$ cat src/rtl/hs_read_responder.sv
// Slave end of a valid/ready request link: serves reads/writes from a local
// register file and returns one in-order response per request via a 2-entry buffer.
module hs_read_responder #(
  parameter int WIDTH = 8,
  parameter int DEPTH = 16
) (
  input  logic             clk,
  input  logic             rst,
  input  logic             req_valid,
  output logic             req_ready,
  input  logic             req_wr,
  input  logic [7:0]       req_addr,
  input  logic [WIDTH-1:0] req_wdata,
  output logic             rsp_valid,
  input  logic             rsp_ready,
  output logic [WIDTH-1:0] rsp_data,
  output logic             rsp_err,
  output logic [15:0]      txn_cnt
);

  localparam int AW = (DEPTH > 1) ? $clog2(DEPTH) : 1;

  // Handshake: a transfer happens on a rising edge where valid && ready. Both
  // readies are pure functions of registered buffer occupancy, so there is no
  // combinational path from rsp_ready to req_ready or from request to response.

  logic [WIDTH-1:0] mem      [DEPTH];
  logic [WIDTH-1:0] buf_data [2];
  logic [1:0]       buf_err;
  logic             rd_ptr;
  logic             wr_ptr;
  logic [1:0]       count;

  logic             push;
  logic             pop;
  logic             in_range;
  logic [AW-1:0]    idx;
  logic [WIDTH-1:0] push_data;
  logic             push_err;

  assign in_range  = {1'b0, req_addr} < 9'(DEPTH);
  assign idx       = req_addr[AW-1:0];
  assign req_ready = (count != 2'd2);
  assign rsp_valid = (count != 2'd0);
  assign rsp_data  = buf_data[rd_ptr];
  assign rsp_err   = buf_err[rd_ptr];
  assign push      = req_valid && req_ready;
  assign pop       = rsp_valid && rsp_ready;

  // Reads return the pre-write contents; a write echoes its own data.
  always_comb begin
    push_data = '0;
    push_err  = 1'b0;
    if (!in_range) begin
      push_err = 1'b1;
    end else if (req_wr) begin
      push_data = req_wdata;
    end else begin
      push_data = mem[idx];
    end
  end

  always_ff @(posedge clk) begin
    if (!rst) begin
      for (int i = 0; i < DEPTH; i++) begin
        mem[i] <= '0;
      end
      buf_data[0] <= '0;
      buf_data[1] <= '0;
      buf_err     <= '0;
      rd_ptr      <= 1'b0;
      wr_ptr      <= 1'b0;
      count       <= 2'd0;
      txn_cnt     <= 16'd0;
    end else begin
      if (push) begin
        buf_data[wr_ptr] <= push_data;
        buf_err[wr_ptr]  <= push_err;
        wr_ptr           <= ~wr_ptr;
        if (req_wr && in_range) begin
          mem[idx] <= req_wdata;
        end
      end
      if (pop) begin
        rd_ptr  <= ~rd_ptr;
        txn_cnt <= txn_cnt + 16'd1;
      end
      case ({push, pop})
        2'b10:   count <= count + 2'd1;
        2'b01:   count <= count - 2'd1;
        default: count <= count;
      endcase
    end
  end

endmodule

$ cat config.mk
export PLATFORM = sky130hd
export DESIGN_NAME = hs_read_responder
export DESIGN_NICKNAME = d
export VERILOG_FILES = /design/src/rtl/hs_read_responder.sv
export SDC_FILE = /design/constraint.sdc
export NUM_CORES = 1
export LEC_CHECK = 0
export CAP_MARGIN = 20
export CORE_MARGIN = 2
export CORE_UTILIZATION = 54
export CTS_BUF_LIST = sky130_fd_sc_hd__clkbuf_16
export DETAILED_ROUTE_END_ITERATION = 6
export PLACE_DENSITY = 0.78
export SYNTH_ARGS = -nofsm -noshare
export SYNTH_HDL_FRONTEND = slang
export SYNTH_SLANG_ARGS = --single-unit
$ cat constraint.sdc
create_clock -name clk -period 2 [get_ports clk]
set_clock_uncertainty 0.2 [all_clocks]
set_input_delay 0.2 -clock clk [delete_from_list [all_inputs] [get_ports clk]]
set_output_delay 0.2 -clock clk [all_outputs]
set_load 0.05 [all_outputs]
After elaboration in Yosys (flattened, before gate mapping)
Memories as Yosys holds them, arrays and structs flattened. A register that Yosys moved wholly into a read port is not among the register bits.
Cells that the tools add are included.
{"block": "totals", "regBits": 22, "ram_bits": 144, "input_bits": 21, "out_inout_bits": 27, "elab_cells": 52, "memories": 2}
{"memory": "mem", "depth": 16, "word_bits": 8, "rd": 1, "rd_clocked_by_memory_dff": 0, "wr": 16, "line": "27", "source": "logic [WIDTH-1:0] mem [DEPTH];"}
{"memory": "buf_data", "depth": 2, "word_bits": 8, "rd": 1, "rd_clocked_by_memory_dff": 1, "wr": 2, "line": "28", "source": "logic [WIDTH-1:0] buf_data [2];"}
{"block": "op_classes", "n_addsub": 3, "order_cmp": 4, "n_eq_ne": 3, "muxes": 25, "bitwise_logic": 2, "reduce_logical": 8}
{"op": "two-way mux 8 bit", "n": 4}
{"op": "two-way mux 1 bit", "n": 17}
{"op": "adder 16 x 1 -> 16 bit (second input constant)", "n": 1}
{"op": "OR reduction 8 bit", "n": 2}
{"op": "< comparator 8 x 5 -> 1 bit (second input constant)", "n": 1}
{"op": "logical AND 1 bit", "n": 4}
{"op": "< comparator 1 x 2 -> 1 bit (second input constant)", "n": 2}
{"op": "two-way mux 4 bit", "n": 1}
{"op": "case mux 2 bit (2 select lines)", "n": 1}
{"op": "nonzero test 2 bit", "n": 2}
{"op": "adder 2 x 1 -> 2 bit (second input constant)", "n": 1}
{"op": "bitwise mux 2 bit", "n": 1}
{"op": "equality test 2 x 1 -> 1 bit (second input constant)", "n": 1}
{"op": "equality test 2 bit (second input constant)", "n": 1}
{"op": "inequality test 2 bit (second input constant)", "n": 1}
{"op": "NOT 1 bit", "n": 2}
{"op": "subtractor 2 x 1 -> 2 bit (second input constant)", "n": 1}
{"op": "demux 1 bit (select 1 bit)", "n": 1}
{"op": ">= comparator 1 bit (second input constant)", "n": 1}

Logic depth before layout (Yosys ltp)
Gate-level depths: netlist of the first run.
{"block": "depth", "ltp_word": 8, "mapped_depth": 7, "ltp_nobuf": 7}

Worst setup path before layout of the first run
Ideal clock, no wire load.
{"block": "synth_path", "path_kind": "register to register", "startpoint": "reg count[0]", "endpoint": "mem mem[15][0] (enable)", "setup_time_ns": 0.334, "arrival_ns": 2.104, "required_ns": 1.466, "setup_slack_ns": -0.639, "stages_incl_launch_ff": 6, "n_path_buf": 1, "period_less_slack_ns": 2.639, "cell_sequence": "dfxtp_1 nand2b_1 nand3_1 buf_6 nor4_4 nand2b_1"}
{"item": "start, declared", "line": "32", "source": "logic [1:0] count;"}
{"item": "start signal, assigned", "line": "89", "source": "2'b10: count <= count + 2'd1;"}
{"item": "start signal, assigned", "line": "90", "source": "2'b01: count <= count - 2'd1;"}
{"item": "start signal, assigned", "line": "91", "source": "default: count <= count;"}
{"item": "end, declared", "line": "27"}

==> results of run 1 <==
synthesized netlist by cell type (7+ instances only):
| cell type | instances | area share [%] |
|---|---|---|
| a22oi_1 | 8 | 0.74 |
| and2_1 | 142 | 11 |
| and3_1 | 9 | 0.69 |
| clkbuf_1 | 19 | 0.88 |
| dfxtp_1 | 23 | 5.7 |
| edfxtp_1 | 144 | 53 |
| mux2_2 | 25 | 3.5 |
| mux4_2 | 24 | 6.7 |
| nand2_1 | 21 | 0.97 |
| nand2b_1 | 22 | 1.7 |
| nand3_1 | 12 | 0.74 |
| nand4_1 | 9 | 0.69 |
| nor2_1 | 11 | 0.51 |
| nor3_1 | 8 | 0.49 |
| nor4_1 | 8 | 0.62 |
| nor4_4 | 17 | 4.5 |
| o21ai_0 | 9 | 0.56 |
| xnor2_1 | 7 | 0.76 |
| xor2_1 | 7 | 0.76 |
cell type report:
class	count	area [sq um]	share of cell area, %
timing repair buffer	132	1190	11.8
inverter	4	16.3	0.161
tap	184	230	2.27
sequential	167	4790	47.3
clock inverter	12	118	1.16
clock buffer	17	425	4.20
multi-input combinational	380	3350	33.1
logic make-up (layout without fill, tap and decap cells):
kind of cell / Yosys count / after routing
AO/OA/AOI/OAI: 32 / 32
XOR/XNOR: 14 / 14
adder cells (fa/ha/maj): 2 / 2
buffers and inverters: 36 / 165
flip-flops: 167 / 167
multiplexers: 53 / 53
AND/OR/NAND/NOR: 279 / 279
flip-flops by register name, indices dropped and copies added (netlist names), named ones only:
register  count
rd_ptr        1
wr_ptr        1
buf_data     16
mem         128
txn_cnt      16
buf_err       2
count         2
layout by cell type (no fill, tap or decap), types with 6 or more instances in the layout:
| cell | synthesis | layout |
|---|---|---|
| dfxtp_1 | 23 | 17 |
| nand3_1 | 12 | 11 |
| nand4_1 | 9 | 9 |
| dlygate4sd2_1 | 0 | 14 |
| clkbuf_16 | 0 | 17 |
| o21ai_0 | 9 | 9 |
| nand2b_4 | 0 | 17 |
| nand2_1 | 21 | 18 |
| xnor2_1 | 7 | 7 |
| mux4_2 | 24 | 24 |
| xor2_1 | 7 | 7 |
| nor2_1 | 11 | 10 |
| edfxtp_1 | 144 | 144 |
| and3_1 | 9 | 9 |
| nor3_1 | 8 | 8 |
| nor4_1 | 8 | 8 |
| mux2_2 | 25 | 25 |
| a22oi_2 | 0 | 6 |
| inv_1 | 3 | 6 |
| and2_1 | 142 | 142 |
| nor4_4 | 17 | 17 |
| buf_4 | 5 | 84 |
| clkdlybuf4s50_1 | 0 | 16 |
| buf_12 | 1 | 9 |
stage by stage:
stage / total power, mW / setup TNS (ns) / hold WS [ns] / instance area [sq um] / util (%)
floorplan: 5.13 / -4.04 / 0.198 / 8260 / -
global placement: 5.62 / -81.83 / 0.270 / 9390 / 64.3
detailed placement: 5.67 / -89.77 / 0.282 / 9390 / 64.3
CTS: 8.70 / -0.0293 / 0.124 / 9940 / 68.1
global route: 9.08 / -0.267 / 0.151 / 10100 / 69.4
finish: 8.81 / -0.193 / 0.133 / 10100 / 69.4
critical path: cells and delay by family, from the launching register on:
family | cells | cell delay [ns]
AO/OA/AOI/OAI | 1 | 0.25
AND/OR/NAND/NOR | 2 | 0.41
multiplexers | 1 | 0.53
flip-flops | 1 | 0.40
worst max-delay path by stage:
stage,endpoint,slack (ns),cells past startpoint
after floorplan,mem[11][0],-0.08,5
after global placement,mem[8][7],-0.39,7
after detailed placement,buf_data[0][2],-0.42,6
after CTS,buf_data[1][4],-0.01,4
after global routing,buf_data[1][3],-0.06,4
final,buf_data[0][4],-0.04,4
per-layer routing:
layer | track usage, % | part of all wire, % | vias to the layer above | wire [um]
li1 | - | - | 2393 | -
met1 | 31.5 | 40 | 2577 | 7560
met2 | 41.2 | 51 | 214 | 9690
met3 | 5.78 | 6.9 | 43 | 1310
met4 | 10.2 | 2.9 | 0 | 548
met5 | 0 | 0 | - | 0
power by group:
group | internal (mW) | total [mW] | switching, mW
registers | 3.98 | 4.11 | 0.135
clock network | 1.79 | 3.08 | 1.29
logic | 0.689 | 1.61 | 0.925
repair_timing:
item,CTS,global route
pin swaps,4,16
buffers inserted,0,15
setup endpoints to repair,22,140
gates resized for setup,20,20
==> results.yml, run 1 <==
sta:
  maxSlewViolCount: 0
  relSlewSlack_pct: 65.8
  timing.final.crit_period_ns: 2.04
  fin_crit_sh_pct: 102
  tightest_slew_ns: 0.512
  setup_ws_ns: -0.0431
  setup_viol: 7
  hold_viol: 0
  fmax_ghz: 0.489
  rsz0062_at_grt: "true"
synth:
  synthSimpleGateAreaFrac_pct: 23.7
  synth-compound-area-share_pct: 2.64
  synth_edf_count: 144
  ys_seq_area_share_pct: 59.0
  async_reset_ff_share_pct: 0
  synth_area_sq_um: 8120
  synth_cell_types: 42
  synthMuxAreaShare_pct: 10.6
  synthAdderAreaFrac_pct: 0.308
  yosysWarningCount: 0
  synth_top_family_by_area: "simple AND/OR/NAND/NOR gates"
  synth_cells: 583
  syn_nets: 606
  ys.flop_type: "edfxtp_1"
  synth-xor-area-share_pct: 1.51
  ys_ff_latch: 167
  syn_area_per_cell_sq_um: 13.9
setup_path:
  critPathLaunchType: "register"
  worstPathArrival_ns: 2.02
  regToRegEndpoint: "buf_data[0][4]"
  cp_cell_sequence: "mux4_2 > a22oi_2 > nand4_1 > and3_1"
  r2r_cells: 4
  path_max_fanout: 2
  cpPeakStageDelay_ns: 0.53
  criticalPathCategory: "reg2reg"
  reg2reg_slack_ns: -0.04
  end_kind: "register"
  crit_path_start: "mem[6][4]"
  cp_slowest_cell: "mux4_2"
  crit_required_ns: 1.98
  crit-reg2reg-launch: "mem[6][4]"
route:
  route.detailed.drc: 0
  num_vias: 5227
  first_pass_iters: 5
  ant_nets: 0
  wl_per_cell_um: 21.3
  drt_wl_total_mm: 19.1
  viasPerCell: 5.83
  drt-initial-drc-count: 457
cts:
  cts_hold_buf: 0
  cts_sinks: 167
  clock-root-buffer: "clkbuf_16"
  path_clk_slew_ns: 0.06
  clockBufferDepth: 2
  tritoncts: "yes"
  h-tree-depth: 4
  clkLatencyLatePin_ns: 0.44
  cts_made_buffers: 17
placed_design:
  place_ws_ns: -0.419
  io_buffers: 47
  place_inst: 853
  routabilityCongestion: 0.926
  hpwl_mm: 13.6
min_path:
  min_path_type: "in2reg"
  min_to: "txn_cnt[12]"
  hold_start: "rst"
  whs_path_depth: 3
floorplan:
  die_height_um: 127
  die_area_sq_um: 16000
  start_util_pct: 55.6
  pin_count: 48
  die_x_um: 127
  core_sq_um: 14600
  rows: 44
power:
  power_density_nw_per_um2: 870
  max-vdd-ir-drop_uv: 629
  p_leak_nw: 4.02
global_routing:
  grt_pass1_wl_mm: 29.6
  grt_overflow: 0
  grt_max_degree: 46
  antenna_found_initial: 0
  grt_usage_pct: 24.8
  grt_pass1_vias: 5207
run_status:
  violations: "setup timing"
  status: "finished, violations left"
finish:
  area_growth_pct: 24.8
  nets: 725
  diodes: 0
  drive_above_1_share_pct: 32.7
  fillers: 946
  final_cells: 896
run:
  cap_violations: 0
(Power assumes the default switching activity.)
==> run 2: changes to the inputs <==
--- a/config.mk
+++ b/config.mk
@@ -11,6 +11,7 @@
 export CTS_BUF_LIST = sky130_fd_sc_hd__clkbuf_16
 export DETAILED_ROUTE_END_ITERATION = 6
 export PLACE_DENSITY = 0.78
+export SLEW_MARGIN = 20
 export SYNTH_ARGS = -nofsm -noshare
 export SYNTH_HDL_FRONTEND = slang
 export SYNTH_SLANG_ARGS = --single-unit
==> results of run 2 <==
The final DEF is identical to that of run 1; final timing and power are the same.
